<file path="src/rtl/sar_search_8bit_if.sv">
// Bus between the successive-approximation search controller and its user/comparator side.
// The slave end is the controller; the master end starts searches and supplies comparator flags.
interface sar_search_8bit_if #(
  parameter int WIDTH = 8
);
  logic             start;
  logic [WIDTH-1:0] trial;
  logic             A_GT_B;
  logic             A_LT_B;
  logic             A_EQ_B;
  logic             busy;
  logic             done;
  logic [WIDTH-1:0] result;
  logic             found;
  logic             err;
  logic [3:0]       steps;

  modport master (
    output start, A_GT_B, A_LT_B, A_EQ_B,
    input  trial, busy, done, result, found, err, steps
  );

  modport slave (
    input  start, A_GT_B, A_LT_B, A_EQ_B,
    output trial, busy, done, result, found, err, steps
  );
endinterface

</file>
<file path="src/rtl/sar_search_8bit.sv">
// Successive-approximation search controller driving a magnitude comparator's `a` input.
// Optional feature macro SAR_SETTLE_EN inserts a SETTLE cycle before every COMPARE.
module sar_search_8bit #(
  parameter int WIDTH = 8
) (
  input logic             clk,
  input logic             rst_n,
  sar_search_8bit_if.slave bus
);

  typedef enum logic [1:0] {
    IDLE    = 2'd0,
    COMPARE = 2'd1,
    DONE    = 2'd3
`ifdef SAR_SETTLE_EN
    , SETTLE = 2'd2
`endif
  } state_t;

  state_t state, nxt;

`ifdef SAR_SETTLE_EN
  localparam state_t TRIAL_ST = SETTLE;
`else
  localparam state_t TRIAL_ST = COMPARE;
`endif

  localparam logic [WIDTH:0]   HI_INIT    = {1'b0, {WIDTH{1'b1}}};
  localparam logic [WIDTH-1:0] TRIAL_INIT = {1'b0, {(WIDTH-1){1'b1}}};
  localparam logic [WIDTH:0]   ONE        = (WIDTH+1)'(1);

  // Bounds carry one extra bit so trial-1 at 0 and trial+1 at max cannot wrap into range.
  logic [WIDTH:0]   lo, hi;
  logic [WIDTH-1:0] trial_q, result_q;
  logic             found_q, err_q;
  logic [3:0]       steps_q;

  logic [WIDTH:0] trial_ext, hi_dec, lo_inc, sum_gt, sum_lt;
  logic           gt_only, lt_only, eq_only, cmp_stop, cmp_err;

  always_comb begin
    trial_ext = {1'b0, trial_q};
    hi_dec    = trial_ext - ONE;
    lo_inc    = trial_ext + ONE;
    sum_gt    = lo + hi_dec;
    sum_lt    = lo_inc + hi;
    gt_only   = ({bus.A_GT_B, bus.A_LT_B, bus.A_EQ_B} == 3'b100);
    lt_only   = ({bus.A_GT_B, bus.A_LT_B, bus.A_EQ_B} == 3'b010);
    eq_only   = ({bus.A_GT_B, bus.A_LT_B, bus.A_EQ_B} == 3'b001);
    // Non-one-hot flags or a bound about to cross both end the search with an error.
    cmp_stop  = eq_only
              | (gt_only & (trial_ext == lo))
              | (lt_only & (trial_ext == hi))
              | ~(gt_only | lt_only | eq_only);
    cmp_err   = cmp_stop & ~eq_only;
  end

  always_ff @(posedge clk or negedge rst_n) begin
    if (!rst_n) state <= IDLE;
    else        state <= nxt;
  end

  always_comb begin
    nxt = state;
    case (state)
      IDLE:    if (bus.start) nxt = TRIAL_ST;
`ifdef SAR_SETTLE_EN
      SETTLE:  nxt = COMPARE;
`endif
      COMPARE: nxt = cmp_stop ? DONE : TRIAL_ST;
      DONE:    nxt = IDLE;
      default: nxt = IDLE;
    endcase
  end

  always_comb begin
    bus.busy   = (state != IDLE) && (state != DONE);
    bus.done   = (state == DONE);
    bus.trial  = trial_q;
    bus.result = result_q;
    bus.found  = found_q;
    bus.err    = err_q;
    bus.steps  = steps_q;
  end

  always_ff @(posedge clk or negedge rst_n) begin
    if (!rst_n) begin
      lo       <= '0;
      hi       <= '0;
      trial_q  <= '0;
      result_q <= '0;
      found_q  <= 1'b0;
      err_q    <= 1'b0;
      steps_q  <= 4'd0;
    end else if ((state == IDLE) && bus.start) begin
      lo       <= '0;
      hi       <= HI_INIT;
      trial_q  <= TRIAL_INIT;
      result_q <= '0;
      found_q  <= 1'b0;
      err_q    <= 1'b0;
      steps_q  <= 4'd0;
    end else if (state == COMPARE) begin
      if (steps_q != 4'd15) steps_q <= steps_q + 4'd1;
      if (cmp_stop) begin
        result_q <= trial_q;
        found_q  <= eq_only;
        err_q    <= cmp_err;
      end else if (gt_only) begin
        hi      <= hi_dec;
        trial_q <= WIDTH'(sum_gt >> 1);
      end else begin
        lo      <= lo_inc;
        trial_q <= WIDTH'(sum_lt >> 1);
      end
    end
  end

endmodule

</file>
<file path="src/flat_wrapper.sv">
// flat-port wrapper written by rule: the top's interface ports become plain ports
module sar_search_8bit_flat 
#(
  parameter int WIDTH = 8
)
  (clk, rst_n, bus_start, bus_A_GT_B, bus_A_LT_B, bus_A_EQ_B, bus_trial, bus_busy, bus_done, bus_result, bus_found, bus_err, bus_steps);
  sar_search_8bit_if #(.WIDTH(WIDTH)) bus_i ();
  input logic clk;
  input logic rst_n;
  input wire logic [$bits(bus_i.start)-1:0] bus_start;
  input wire logic [$bits(bus_i.A_GT_B)-1:0] bus_A_GT_B;
  input wire logic [$bits(bus_i.A_LT_B)-1:0] bus_A_LT_B;
  input wire logic [$bits(bus_i.A_EQ_B)-1:0] bus_A_EQ_B;
  output wire logic [$bits(bus_i.trial)-1:0] bus_trial;
  output wire logic [$bits(bus_i.busy)-1:0] bus_busy;
  output wire logic [$bits(bus_i.done)-1:0] bus_done;
  output wire logic [$bits(bus_i.result)-1:0] bus_result;
  output wire logic [$bits(bus_i.found)-1:0] bus_found;
  output wire logic [$bits(bus_i.err)-1:0] bus_err;
  output wire logic [$bits(bus_i.steps)-1:0] bus_steps;
  assign bus_i.start = bus_start;
  assign bus_i.A_GT_B = bus_A_GT_B;
  assign bus_i.A_LT_B = bus_A_LT_B;
  assign bus_i.A_EQ_B = bus_A_EQ_B;
  assign bus_trial = bus_i.trial;
  assign bus_busy = bus_i.busy;
  assign bus_done = bus_i.done;
  assign bus_result = bus_i.result;
  assign bus_found = bus_i.found;
  assign bus_err = bus_i.err;
  assign bus_steps = bus_i.steps;
  sar_search_8bit #(.WIDTH(WIDTH)) u_core (.clk(clk), .rst_n(rst_n), .bus(bus_i));
endmodule
</file>
<file path="config.mk">
export PLATFORM = sky130hd
export DESIGN_NAME = sar_search_8bit_flat
export DESIGN_NICKNAME = d
export VERILOG_FILES = /design/src/rtl/sar_search_8bit_if.sv /design/src/rtl/sar_search_8bit.sv /design/src/flat_wrapper.sv
export SDC_FILE = /design/constraint.sdc
export NUM_CORES = 1
export LEC_CHECK = 0
export BUFFER_PORTS_ARGS = -buffer_cell sky130_fd_sc_hd__buf_2
export CAP_MARGIN = 10
export CORE_UTILIZATION = 51
export DETAILED_ROUTE_END_ITERATION = 8
export HOLD_SLACK_MARGIN = 0.03
export PLACE_DENSITY = 0.71
export REMOVE_ABC_BUFFERS = 1
export SETUP_SLACK_MARGIN = 0.3
export SYNTH_ARGS = -nofsm -noshare
export SYNTH_HDL_FRONTEND = slang
export SYNTH_SLANG_ARGS = --single-unit
</file>
<file path="constraint.sdc">
create_clock -name clk -period 3.05 [get_ports clk]
set_input_delay 0.305 -clock clk [delete_from_list [all_inputs] [get_ports clk]]
set_output_delay 0.305 -clock clk [all_outputs]
set_load 0.005 [all_outputs]
</file>
Yosys cells after proc, flatten, opt, wreduce, memory -nomap -nowiden
Cells that the tools add are included.

cells by class
  $add $sub $neg = 5
  eq/ne operators = 12
  mux-type cells = 27
  bitwise gates (word level) = 10
  reductions and logical operators = 13

operator list
  cell                 number
  $mux 9               8
  $mux 8               7
  $add 9x9->9          2
  $eq 8x9->1           2
  $mux 4               3
  $reduce_bool 2->1    5
  $add 8x1->9 const B  1
  $sub 8x1->9 const B  1
  $ne 2x2->1 const B   4
  $mux 1               6
  $reduce_and 2->1     3
  $reduce_and 3->1     2
  $or 1x1->1           5
  $add 4x1->4 const B  1
  $mux 2               2
  $ne 4x4->1 const B   1
  $pmux 2 s2           1
  $and 1x1->1          3
  $eq 3x1->1 const B   1
  $eq 3x2->1 const B   1
  $eq 3x3->1 const B   1
  $eq 2x1->1 const B   1
  $eq 2x2->1 const B   1
  $logic_and 1x1->1    2
  2 further kinds      3

storage, ports and cells
  bits in registers = 42
  input port bits = 6
  output and inout bits = 24
  logic and storage cells = 75

Logic depth before layout (Yosys ltp)
  depth after elaboration = 9
  depth in mapped cells = 13
  gate-level depth less buffers = 12

Least setup slack after synthesis
Ideal clock, no wire load.

  path kind = reg-to-reg
  from = register u_core.trial_q[1], in the netlist u_core.bus.trial[1]
  to = register u_core.trial_q[7], in the netlist u_core.bus.trial[7]
  setup time = 0.095 ns
  arrival = 2.561 ns
  required time = 2.955 ns
  slack = 0.394 ns
  cell stages (with the launch flop) = 14
  buffers on the path = 1
  clock period less this slack = 2.656 ns
  cells stage by stage = dfrtp_1 > buf_2 > inv_1 > ha_1 > or3b_1 > o31ai_1 > o21ai_0 > ha_1 > nor3_1 > o21ai_0 > a31oi_1 > xnor2_1 > mux2i_1 > o31ai_1

on the way
  word-level cells in the longest chain between the ends = 7
  elaborated cells between the ends (all ways) = 17
  classes of those cells = 4 x add/sub; 3 x eq/ne; 4 x mux; 5 x bitwise; 1 x reduce/logical

RTL lines
  item                                                 line                    text
  start, declared                                      sar_search_8bit.sv:34   logic [WIDTH-1:0] trial_q, result_q;
  start signal, assigned                               sar_search_8bit.sv:111  trial_q <= WIDTH'(sum_gt >> 1);
  start signal, assigned                               sar_search_8bit.sv:114  trial_q <= WIDTH'(sum_lt >> 1);
  branches (longest 7 deep; another with $add 8x1->9)  n/a

Parallel ways; which one is timed is not known. The select of a mux whose other input is x is not followed.
A chain may end at the register's enable or synchronous reset.

Worst setup path after layout
  from = register u_core.trial_q[0], in the netlist u_core.bus.trial[0]
  to = register u_core.trial_q[5], in the netlist u_core.bus.trial[5]

Same word-level chain as after synthesis.

==> out/qor.yml <==
status: "completed"
avgSynthCellArea_um2: 9.39
portBuffers: 29
worstMarginPinSlew_ps: 967
start_util_pct: 53.9
stdcell_count: 428
clock.fmax_ghz: 0.379
p_leak_nw: 1.59
ios: 30
worst_skew_pair.late_latency_ps: 300
grt_overflow: 0
clockRootBuffer: "clkbuf_8"
synthTopCellsByArea: "dfrtp_1 (35%), ha_1 (9.5%), xnor2_1 (8.9%)"
cp-start-kind: "flip-flop"
finalNetCount: 386
dieArea_um2: 6280
drc_errors: 0
drtIter0Drc: 155
area_delta_synth_final_pct: 13.6
htree_levels: 2
drive_gt1_share_pct: 23.3
clock_skew_ps: 9.18
power_w: 0.00431
drt-total-wl_um: 7530
n_antenna_cell: 0
cts_tree: "built"
setup-violations-final: 0
clock-sinks: 42
placed_cells: 415
via_per_inst: 5.89
critPathRequiredTime_ps: 3260
grt_setup_unrepaired: "yes"
cp-end-kind: "flip-flop"
fp.dieW_um: 79.2
wl_per_cell_um: 17.6
relSlewSlack_pct: 35.5
grt_max_degree: 43
setup_tns_ps: 0
fillers: 482
synthArstFlopShare_pct: 100
cts_hold_buf: 0
die-height_um: 79.2
max_cap_viol_count: 0
dp_hpwl_um: 5350
p_per_area_nw_per_um2: 1250
cp.arrival_ps: 2850
ir_worst_vdd_mv: 0.479
antenna_found_initial: 0
core_um2: 5640
ys_seq_elements: 42
final_max_slew_viol_count: 0
path_max_fanout: 7
grt_pass1_wl_um: 12000
pre_cts_ws_ps: 296
min_period_ps: 2640
syn_area_um2: 3040
crit_type: "flip-flop to flip-flop"
ys_seq_area_share_pct: 34.5
cts_buffers: 5
cts_buffer_depth: 2
synth_ff_type: "dfrtp_1"
rows: 27
vias: 2520
setup_slack_ps: 411
hold_viol: 0
hp-class: "input port to async pin"
ant_nets: 0
synth_top_cell_by_area: "dfrtp_1"
grt_pass1_vias: 2397
synth_edf_count: 0
clkTransAtPathRegs_ps: 90
grt_usage_pct: 25.3
drtPass1Iterations: 4
gp_congestion: 0.861
yosys_warnings: 0
period_share_pct: 86.5
synthCells: 324
yosys.area.top_type_share_pct: 34.5
yosysUniqueCellTypes: 46
report_power, final:
part           internal, W  switching (W)  leakage, nW
Sequential        0.000767       0.000247        0.493
Combinational      0.00135        0.00158         1.05
Clock             0.000162       0.000209       0.0452
metal layers:
metal / up-vias / GRT usage [%] / share of wire (%)
met5: - / 0 / 0
met4: 0 / 8.91 / 2.6
met3: 18 / 4.02 / 4.8
met2: 67 / 41.0 / 47
met1: 1213 / 34.1 / 45
li1: 1222 / - / -
final timing paths:
| kind | end | start | cells past startpoint | slack [ps] |
|---|---|---|---|---|
| max | u_core.bus.trial[5] | u_core.bus.trial[0] | 10 | 410 |
| min | u_core.hi[5] | rst_n | 1 | 150 |
| max reg2reg | u_core.bus.trial[5] | u_core.bus.trial[0] | 10 | 410 |
| min reg2reg | u_core.bus.result[3] | u_core.bus.result[3] | 2 | 500 |
| max in group asynchronous | u_core.bus.trial[2] | rst_n | 1 | 2230 |
| min in group clk | u_core.state[1] | bus_start | 3 | 360 |
what timing repair did:
item,4_1_cts,5_1_grt
buffers inserted,0,5
resized for setup,4,20
pin swaps,0,2
endpoints found under the setup margin,1,5
worst max-delay path, cell delays in order, from the launching register on:
cell	delay [ps]
dfrtp_1	390
buf_4	170
ha_1	230
xor2_1	240
ha_1	350
a211oi_2	330
o21bai_1	140
mux2i_1	150
a2111oi_2	330
a211oi_1	100
o21ai_1	150
kinds of logic (layout without fill, tap and decap cells):
family          count (synthesis)  after routing  synth area share, %
compound gates                 74             74                 17.3
xor+xnor                       40             40                 11.5
fa+ha+maj                      25             25                 10.8
buf+inv                        29             61                 4.28
flops                          42             42                 34.5
mux                            16             16                 5.26
simple gates                   98             98                 16.4
synthesized netlist by cell type (all sizes together) (3+ instances only):
cell type  count
dfrtp         42
xnor2         31
nor2          25
ha            23
a21oi         18
nand3         17
mux2i         16
nand2         16
nor3          16
o21ai         16
buf           12
inv           10
xor2           9
o31ai          8
a211oi         7
clkbuf         7
o211ai         7
a21o           5
or3            5
nand2b         4
a31oi          3
o21bai         3
placed cells by master (no fill, tap or decap), drive strengths merged, types with 2 or more instances in the layout:
cell,netlist,layout
nand4,2,2
inv,10,10
a21oi,18,18
a21o,5,5
or3b,2,2
xor2,9,9
nand2b,4,4
a31oi,3,3
buf,12,43
o31ai,8,8
nor2,25,25
xnor2,31,31
ha,23,23
o21ai,16,16
nor3,16,16
nand3,17,17
nor2b,2,2
nand2,16,16
mux2i,16,16
dfrtp,42,42
clkinv,0,2
clkbuf,7,6
and2,2,2
o211ai,7,7
or3,5,5
o21bai,3,3
fa,2,2
a211oi,7,7
per-stage QoR:
step	cell area, um2	utilization [%]	hold slack, ps
floorplan	2950	-	9.41
global placement	3250	57.7	479
detailed placement	3250	57.7	483
CTS	3340	59.3	188
global route	3460	61.3	234
finish	3460	61.3	155
state kept, by name (all words and copies together) (netlist names):
signal,count
u_core.bus.steps,4
u_core.bus.trial,8
u_core.hi,9
u_core.bus.err,1
u_core.lo,9
u_core.bus.found,1
u_core.bus.result,8
u_core.state,2
cell type report:
type,count,area (um2),share of cell area [%]
tap,72,90.1,2.61
clock inverter,2,13.8,0.398
timing repair buffer,43,250,7.24
clock buffer,6,72.6,2.10
inverter,10,37.5,1.09
multi-input combinational,253,1940,56.1
sequential,42,1050,30.5
Power figures use the tool's default switching activity.
